[src/rtl/ctrl_pkg.sv]
// ctrl_pkg
//   Shared types and constants for the multicycle RV32I control unit:
//   FSM state encodings, opcode constants, the ALUOp enum, ALUControl codes
//   and the select codes for ResultSrc / ALUSrcA / ALUSrcB / ImmSrc.
package ctrl_pkg;

  typedef enum logic [3:0] {
    S_FETCH    = 4'd0,
    S_DECODE   = 4'd1,
    S_MEMADR   = 4'd2,
    S_MEMREAD  = 4'd3,
    S_MEMWB    = 4'd4,
    S_MEMWRITE = 4'd5,
    S_EXECUTER = 4'd6,
    S_EXECUTEI = 4'd7,
    S_ALUWB    = 4'd8,
    S_BEQ      = 4'd9,
    S_JAL      = 4'd10,
    S_ILLEGAL  = 4'd11
  } state_t;

  localparam logic [6:0] OP_LW  = 7'b0000011;
  localparam logic [6:0] OP_SW  = 7'b0100011;
  localparam logic [6:0] OP_R   = 7'b0110011;
  localparam logic [6:0] OP_I   = 7'b0010011;
  localparam logic [6:0] OP_BEQ = 7'b1100011;
  localparam logic [6:0] OP_JAL = 7'b1101111;

  typedef enum logic [1:0] {
    ALUOP_ADD   = 2'b00,
    ALUOP_SUB   = 2'b01,
    ALUOP_FUNCT = 2'b10
  } aluop_t;

  localparam logic [2:0] ALU_ADD = 3'b000;
  localparam logic [2:0] ALU_SUB = 3'b001;
  localparam logic [2:0] ALU_AND = 3'b010;
  localparam logic [2:0] ALU_OR  = 3'b011;
  localparam logic [2:0] ALU_SLT = 3'b101;

  localparam logic [1:0] RES_ALUOUT    = 2'b00;
  localparam logic [1:0] RES_DATA      = 2'b01;
  localparam logic [1:0] RES_ALURESULT = 2'b10;

  localparam logic [1:0] SRCA_PC    = 2'b00;
  localparam logic [1:0] SRCA_OLDPC = 2'b01;
  localparam logic [1:0] SRCA_A     = 2'b10;

  localparam logic [1:0] SRCB_WD   = 2'b00;
  localparam logic [1:0] SRCB_IMM  = 2'b01;
  localparam logic [1:0] SRCB_FOUR = 2'b10;

  localparam logic [1:0] IMM_I = 2'b00;
  localparam logic [1:0] IMM_S = 2'b01;
  localparam logic [1:0] IMM_B = 2'b10;
  localparam logic [1:0] IMM_J = 2'b11;

endpackage

[src/rtl/alu_decoder.sv]
// alu_decoder
//   Combinational ALU decoder: turns the FSM's ALUOp request plus the
//   instruction's funct fields into the 3-bit ALUControl code.
// Ports
//   alu_op      in   2  requested operation (add / sub / by funct)
//   funct3      in   3  Instr[14:12]
//   op5         in   1  Instr[5], distinguishes R-type from I-type
//   funct7b5    in   1  Instr[30]
//   alu_control out  3  ALU operation code
module alu_decoder
  import ctrl_pkg::*;
(
  input  logic [1:0] alu_op,
  input  logic [2:0] funct3,
  input  logic       op5,
  input  logic       funct7b5,
  output logic [2:0] alu_control
);

  // funct7b5 only selects sub for R-type; addi with imm[10]=1 must stay add.
  always_comb begin
    alu_control = ALU_ADD;
    case (alu_op)
      ALUOP_SUB:   alu_control = ALU_SUB;
      ALUOP_FUNCT: begin
        case (funct3)
          3'b000:  alu_control = (op5 & funct7b5) ? ALU_SUB : ALU_ADD;
          3'b010:  alu_control = ALU_SLT;
          3'b110:  alu_control = ALU_OR;
          3'b111:  alu_control = ALU_AND;
          default: alu_control = ALU_ADD;
        endcase
      end
      default:     alu_control = ALU_ADD;
    endcase
  end

endmodule

[src/rtl/multicycle_ctrl.sv]
// multicycle_ctrl
//   Control unit for the multicycle RV32I datapath: Moore main FSM,
//   immediate-format decoder, ALU decoder instance and a retired-instruction
//   counter. Supports lw, sw, add/sub/and/or/slt, addi/andi/ori/slti, beq, jal.
// Configuration
//   CTRL_ILLEGAL_TRAP_EN : when defined, an unknown opcode at DECODE traps into
//   a sticky ILLEGAL state (illegal=1) until rst; otherwise it is a NOP.
// Ports
//   clk, rst (synchronous, active-high)
//   op, funct3, funct7b5, zero            instruction fields and ALU flag
//   PCWrite, AdrSrc, MemWrite, IRWrite    datapath enables / address select
//   ResultSrc, ALUSrcA, ALUSrcB           datapath mux selects
//   ALUControl, ImmSrc, RegWrite          ALU op, immediate format, reg write
//   illegal, state, instret               trap flag, debug state, retired count
module multicycle_ctrl
  import ctrl_pkg::*;
#(
  parameter int INSTRET_W = 32
) (
  input  logic                 clk,
  input  logic                 rst,
  input  logic [6:0]           op,
  input  logic [2:0]           funct3,
  input  logic                 funct7b5,
  input  logic                 zero,
  output logic                 PCWrite,
  output logic                 AdrSrc,
  output logic                 MemWrite,
  output logic                 IRWrite,
  output logic [1:0]           ResultSrc,
  output logic [1:0]           ALUSrcA,
  output logic [1:0]           ALUSrcB,
  output logic [2:0]           ALUControl,
  output logic [1:0]           ImmSrc,
  output logic                 RegWrite,
  output logic                 illegal,
  output logic [3:0]           state,
  output logic [INSTRET_W-1:0] instret
);

  state_t               state_q, state_d;
  logic [INSTRET_W-1:0] instret_q, instret_d;
  aluop_t               alu_op;
  logic                 retire;

  always_ff @(posedge clk) begin
    state_q   <= state_d;
    instret_q <= instret_d;
  end

  // Moore outputs and next state. rst overrides the transition and masks every
  // write enable so an aborted instruction leaves no architectural side effect.
  always_comb begin
    state_d   = state_q;
    PCWrite   = 1'b0;
    AdrSrc    = 1'b0;
    MemWrite  = 1'b0;
    IRWrite   = 1'b0;
    RegWrite  = 1'b0;
    ResultSrc = RES_ALUOUT;
    ALUSrcA   = SRCA_PC;
    ALUSrcB   = SRCB_WD;
    alu_op    = ALUOP_ADD;
    illegal   = 1'b0;
    retire    = 1'b0;
    case (state_q)
      S_FETCH: begin
        IRWrite   = 1'b1;
        PCWrite   = 1'b1;
        ALUSrcB   = SRCB_FOUR;
        ResultSrc = RES_ALURESULT;
        state_d   = S_DECODE;
      end
      S_DECODE: begin
        ALUSrcA = SRCA_OLDPC;
        ALUSrcB = SRCB_IMM;
        case (op)
          OP_LW, OP_SW: state_d = S_MEMADR;
          OP_R:         state_d = S_EXECUTER;
          OP_I:         state_d = S_EXECUTEI;
          OP_BEQ:       state_d = S_BEQ;
          OP_JAL:       state_d = S_JAL;
`ifdef CTRL_ILLEGAL_TRAP_EN
          default:      state_d = S_ILLEGAL;
`else
          default:      state_d = S_FETCH;
`endif
        endcase
      end
      S_MEMADR: begin
        ALUSrcA = SRCA_A;
        ALUSrcB = SRCB_IMM;
        state_d = (op == OP_LW) ? S_MEMREAD : S_MEMWRITE;
      end
      S_MEMREAD: begin
        AdrSrc  = 1'b1;
        state_d = S_MEMWB;
      end
      S_MEMWB: begin
        ResultSrc = RES_DATA;
        RegWrite  = 1'b1;
        retire    = 1'b1;
        state_d   = S_FETCH;
      end
      S_MEMWRITE: begin
        AdrSrc   = 1'b1;
        MemWrite = 1'b1;
        retire   = 1'b1;
        state_d  = S_FETCH;
      end
      S_EXECUTER: begin
        ALUSrcA = SRCA_A;
        ALUSrcB = SRCB_WD;
        alu_op  = ALUOP_FUNCT;
        state_d = S_ALUWB;
      end
      S_EXECUTEI: begin
        ALUSrcA = SRCA_A;
        ALUSrcB = SRCB_IMM;
        alu_op  = ALUOP_FUNCT;
        state_d = S_ALUWB;
      end
      S_ALUWB: begin
        RegWrite = 1'b1;
        retire   = 1'b1;
        state_d  = S_FETCH;
      end
      S_BEQ: begin
        ALUSrcA = SRCA_A;
        ALUSrcB = SRCB_WD;
        alu_op  = ALUOP_SUB;
        PCWrite = zero;
        retire  = 1'b1;
        state_d = S_FETCH;
      end
      // jal writes the target into PC here and the link value (OldPC+4) in
      // ALUWB, which is also where it retires.
      S_JAL: begin
        ALUSrcA = SRCA_OLDPC;
        ALUSrcB = SRCB_FOUR;
        PCWrite = 1'b1;
        state_d = S_ALUWB;
      end
      S_ILLEGAL: begin
`ifdef CTRL_ILLEGAL_TRAP_EN
        illegal = 1'b1;
        state_d = S_ILLEGAL;
`else
        state_d = S_FETCH;
`endif
      end
      default: state_d = S_FETCH;
    endcase
    if (rst) begin
      state_d  = S_FETCH;
      PCWrite  = 1'b0;
      IRWrite  = 1'b0;
      RegWrite = 1'b0;
      MemWrite = 1'b0;
      retire   = 1'b0;
    end
  end

  always_comb begin
    instret_d = instret_q;
    if (rst) begin
      instret_d = '0;
    end else if (retire) begin
      instret_d = instret_q + INSTRET_W'(1);
    end
  end

  // Immediate format depends only on the opcode so it is valid in every state.
  always_comb begin
    ImmSrc = IMM_I;
    case (op)
      OP_SW:   ImmSrc = IMM_S;
      OP_BEQ:  ImmSrc = IMM_B;
      OP_JAL:  ImmSrc = IMM_J;
      default: ImmSrc = IMM_I;
    endcase
  end

  alu_decoder u_alu_decoder (
    .alu_op      (alu_op),
    .funct3      (funct3),
    .op5         (op[5]),
    .funct7b5    (funct7b5),
    .alu_control (ALUControl)
  );

  assign state   = state_q;
  assign instret = instret_q;

endmodule
[config.mk]
export PLATFORM = sky130hd
export DESIGN_NAME = multicycle_ctrl
export DESIGN_NICKNAME = d
export VERILOG_FILES = /design/src/rtl/ctrl_pkg.sv /design/src/rtl/alu_decoder.sv /design/src/rtl/multicycle_ctrl.sv
export SDC_FILE = /design/constraint.sdc
export NUM_CORES = 1
export LEC_CHECK = 0
export BUFFER_PORTS_ARGS = -buffer_cell sky130_fd_sc_hd__buf_2
export CORE_MARGIN = 8
export CORE_UTILIZATION = 53
export CTS_BUF_LIST = sky130_fd_sc_hd__clkbuf_8
export CTS_CLUSTER_SIZE = 40
export DETAILED_ROUTE_END_ITERATION = 12
export PLACE_DENSITY = 0.83
export SLEW_MARGIN = 20
export SYNTH_ARGS = -nofsm -noshare
export SYNTH_HDL_FRONTEND = slang
export SYNTH_SLANG_ARGS = --single-unit
[constraint.sdc]
create_clock -name clk -period 2.6 [get_ports clk]
set_input_delay 0.39 -clock clk [delete_from_list [all_inputs] [get_ports clk]]
set_output_delay 0.39 -clock clk [all_outputs]
set_load 0.005 [all_outputs]
# Word-level counts from Yosys, hierarchy flattened
# Cells that the tools add are included.
# W data, S select, Z words.
# word_totals
ff_bits	36
latch_bits	0
ramBits	0
rom_bits	0
input_bits	14
output_inout_bits	53
wordCells	59
n_memories	0
# classes
add_sub_neg	1
multipliers	0
div_mod_pow	0
n_lt_le_gt_ge	0
n_eq_ne	21
n_shift	0
n_mux	22
n_bitwise	1
reduce_logical	12
# op_table
operator	count
$pmux W4 S5	2
$add A32 B1 Y32 const B	1
$eq A4 B3 Y1 const B	4
$pmux W2 S2	4
$eq A7 B6 Y1 const B	2
$eq A7 B7 Y1 const B	2
$eq A4 B4 Y1 const B	3
$pmux W3 S4	1
$reduce_or A2 Y1	6
$mux W1	11
$eq A4 B2 Y1 const B	2
$reduce_or A4 Y1	2
$eq A7 B2 Y1 const B	1
$eq A7 B5 Y1 const B	1
$eq A3 B3 Y1 const B	2
$pmux W2 S3	1
$pmux W3 S2	1
$reduce_or A3 Y1	2
$eq A4 B1 Y1 const B	1
$logic_not A4 Y1	1
$eq A3 B2 Y1 const B	1
$logic_not A3 Y1	1
$mux W3	1
$eq A2 B1 Y1 const B	1
other kinds (3)	3

# Depth between registers and ports, before layout
# depth
ltp_word	5
depth_mapped	7
depth_no_buf	6

# Cells and area by module
# A second synthesis with hierarchy kept.
# hier_totals
hier_cells	260
area_unflattened_um2	2187.1
# modules_own_cells
module	instances	cells_each	area_per_inst_um2	seq_area_each_um2
multicycle_ctrl	1	249	2090.8	720.7
alu_decoder	1	11	96.3	0.0

# Worst setup path before layout
# OpenSTA, ideal clock, no wires.
# synth_timing
path_kind	register to register
start	reg instret_q[18] (netlist: instret[18])
end	reg instret_q[31] (netlist: instret[31])
arrival_ps	1740
required_time_ps	2479
path_slack_ps	739
stages_incl_launch_ff	5
path_buffers	0
synth_period_minus_slack_ps	1861
path_cell_list	dfxtp_1 nand4_2 or4_4 nor4_1 mux2_2
# synth_via
elab_chain_len	1
# synth_lines
element	line_no	source
from (decl)	multicycle_ctrl.sv:42	logic [INSTRET_W-1:0] instret_q, instret_d;
from (signal assigned)	multicycle_ctrl.sv:48	instret_q <= instret_d;
$add A32 B1 Y32	multicycle_ctrl.sv:169	instret_d = instret_q + INSTRET_W'(1);
# No other way between the ends.
# A chain may end at the register's enable or synchronous reset.

# Final worst setup path
# layout_timing
start	reg state_q[1] (netlist: state[1])
end	out ALUControl[1]
# layout_via
elab_chain_len	5
word_cells_on_any_way	8
cone_classes	eq/ne (5); mux (2); reduce/logical (1)
# layout_lines
element	line_no	source
from (decl)	multicycle_ctrl.sv:41	state_t state_q, state_d;
from (signal assigned)	multicycle_ctrl.sv:47	state_q <= state_d;
$eq A4 B3 Y1	multicycle_ctrl.sv:66	case (state_q)
$reduce_or A2 Y1 (no source line)	--	
$pmux W2 S2 *	multicycle_ctrl.sv:66	
$eq A2 B2 Y1 or $eq A2 B1 Y1 (tied branches)	alu_decoder.sv:23	case (alu_op)
$pmux W3 S2 *	alu_decoder.sv:23	
to (decl)	multicycle_ctrl.sv:33	output logic [2:0] ALUControl,
# Every way passes the cells marked *; elsewhere a longest branch is shown, timed or not.

==> flow_summary.ini <==
[worst_setup_path]
cp-start-kind = flip-flop
required_ps = 2210
cp_slowest_cell = dfxtp_1
worst-path-buf-inv = 2
path_cells = nor2b_1 > and2_1 > inv_1 > ha_1 > nor3b_1 > buf_2
max_stage_delay_ps = 610
crit_type = reg2out
path_delay_family = simple AND/OR/NAND/NOR gates
cp_max_fo = 17
endpoint_kind = primary output
critPathArrivalTime_ps = 1990

[cts]
root_buffer = clkbuf_8
cts_setup_buffers = 0
cts_buffers = 5
path_clk_slew_ps = 70
htreeDepth = 2
clkSinkCount = 36
cts_buffer_depth = 2
cts-hold-fix-buffers = 0
clk-insertion-delay-late_ps = 280
cts_tree = yes
cts_resized = 0

[detailed_routing]
vias = 2209
viasPerCell = 5.91
routed_wirelength_um = 5580
detail_route.iter0.violations = 190
route.detailed.drc = 0
wire_per_inst_um = 14.9
drt_pass1_iterations = 4
antenna_left = 0

[finish]
n_antenna_cell = 0
regArea_um2 = 721
final_cells = 374
syn2layout_area_growth_pct = 21.8
drive_gt1_share_pct = 26.9
final_core_util_pct = 65.5
multi_input_area_mm2 = 0.00127
fill_cells = 365
fin_nets = 341

[placement]
dpl.cell_count = 367
port_buffers = 65
dp_hpwl_um = 4080
dpl_worst_slack_ps = 435
gp_congestion = 0.815

[logic_synthesis]
synthCells = 264
synthDistinctLibCells = 44
ys_ff_latch = 36
synth-main-ff-cell = dfxtp_1
avgSynthCellArea_um2 = 7.97
yosysSeqAreaShare_pct = 34.2
synth_edf_count = 0
async_flop_share_pct = 0
synth_nets = 281
ys_warn_count = 0
synthesis.area_mm2 = 0.00210

[floorplanning]
rows = 23
start_util_pct = 53.8
fp.dieH_um = 79.0
design.die.area_mm2 = 0.00624
die_x_um = 79.0
core_area_mm2 = 0.00391
io_pins = 67

[global_routing]
track_usage_pct = 18.0
grt_pass1_wl_um = 9460
grt_pass1_vias = 2068
grt_max_degree = 38
grt.overflow.total = 0
antenna_found_initial = 0

[timing]
fmax_mhz = 419
slew_viol_final = 0
finalWorstSetupSlack_ps = 216
final_hold_viol_count = 0
tightest_slew_ps = 500
fin_setup_tns_ps = 0
clock_skew_ps = 5.37
period_needed_ps = 2380
slew_headroom_pct = 66.6
final-setup-viol-count = 0
period_share_pct = 91.7
rsz0062_at_grt = no

[power]
p_per_area_mw_per_mm2 = 410
peakVddDrop_uv = 249
p_leak_nw = 1.04

[run]
drv_cap = 0

[min_path]
worstHoldPathType = in2reg

[run_status]
outcome = finished clean
==> layout by cell type (no fill, tap or decap), types with 4 or more instances in the layout <==
cell type and count:
nand3_1 9, a21oi_1 27, buf_4 6, dfxtp_1 36
nor2b_1 4, nor3_1 6, xnor2_1 4, or4_1 18
o21ai_0 9, nand2_1 14, and4_1 4, xor2_1 7
clkbuf_8 7, o31ai_1 17, nor2_1 21, or3_1 6
nand4_1 11, nor4_1 4, and3_1 4, nor3b_1 5
buf_2 65, inv_1 10
==> kinds of logic after synthesis <==
logic type                 synth area share, %
and+or+nand+nor                           35.3
AOI/OAI and AO/OA                         16.9
DFF                                       34.2
buffers and inverters                     5.17
xor gates and xnor gates                  5.35
adders and majority gates                 1.78
muxes                                     1.07
other                                    0.178
==> path summary, 6_finish.rpt <==
check                            startpoint       endpoint  slack (ps)  cells after the start
worst min-delay path                  op[0]       state[1]         380                      3
worst min register to register  instret[15]    instret[15]         500                      2
worst max-delay path               state[1]  ALUControl[1]         220                      6
worst max register to register     state[2]    instret[23]         400                      4
==> worst register-to-register path, cell delays in order (launching register included) <==
cell	delay, ps
dfxtp_1	640
xor2_2	320
nand4_2	400
or4_1	610
a21oi_1	160
==> cell type report <==
cell class | count | area share (%)
Clock buffer | 7 | 3.76
Sequential cell | 36 | 28.1
Timing Repair Buffer | 71 | 14.5
Tap cell | 50 | 2.44
Inverter | 10 | 1.46
Multi-Input combinational cell | 200 | 49.8
==> layer usage <==
metal,track usage (%),wire length (µm),vias up
met5,0,0,-
li1,-,-,1105
met4,5.19,71,0
met3,5.87,362,9
met2,30.7,2770,67
met1,21.0,2370,1028
==> state kept, by name, summed over array words and instances (netlist names) <==
register	cells
state	4
instret	32
==> synth_stat cells (all sizes together) (4+ instances only) <==
cell    number  area (µm²)
a21oi       27         135
and3         4        25.0
and4         5        45.0
clkbuf      15        56.3
dfxtp       36         721
inv         10        37.5
nand2       14        52.6
nand3       10        55.1
nand4       13        93.8
nor2        21        78.8
nor2b        4        25.0
nor3         6        30.0
nor3b        5        37.5
nor4         4        25.0
o21ai        9        45.0
o31ai       17         128
or3          7        45.1
or4         19         146
xnor2        4        35.0
xor2         8        77.6
==> through the flow <==
step	hold WS [ps]	area [µm²]	power, W
2_1_floorplan	477	2100	0.000603
3_5_place_dp	498	2470	0.000635
6_report	383	2560	0.00105
5_1_grt	381	2560	0.00109
4_1_cts	376	2560	0.00106
3_3_place_gp	484	2470	0.000634
==> power by group <==
part           switching (W)  leakage [nW]  internal (W)
Clock               0.000191        0.0503      0.000236
Combinational      0.0000409         0.701     0.0000278
Sequential        0.00000163         0.290      0.000553
Total               0.000234          1.04      0.000817
Note: power is estimated with default switching activity, not from simulation.
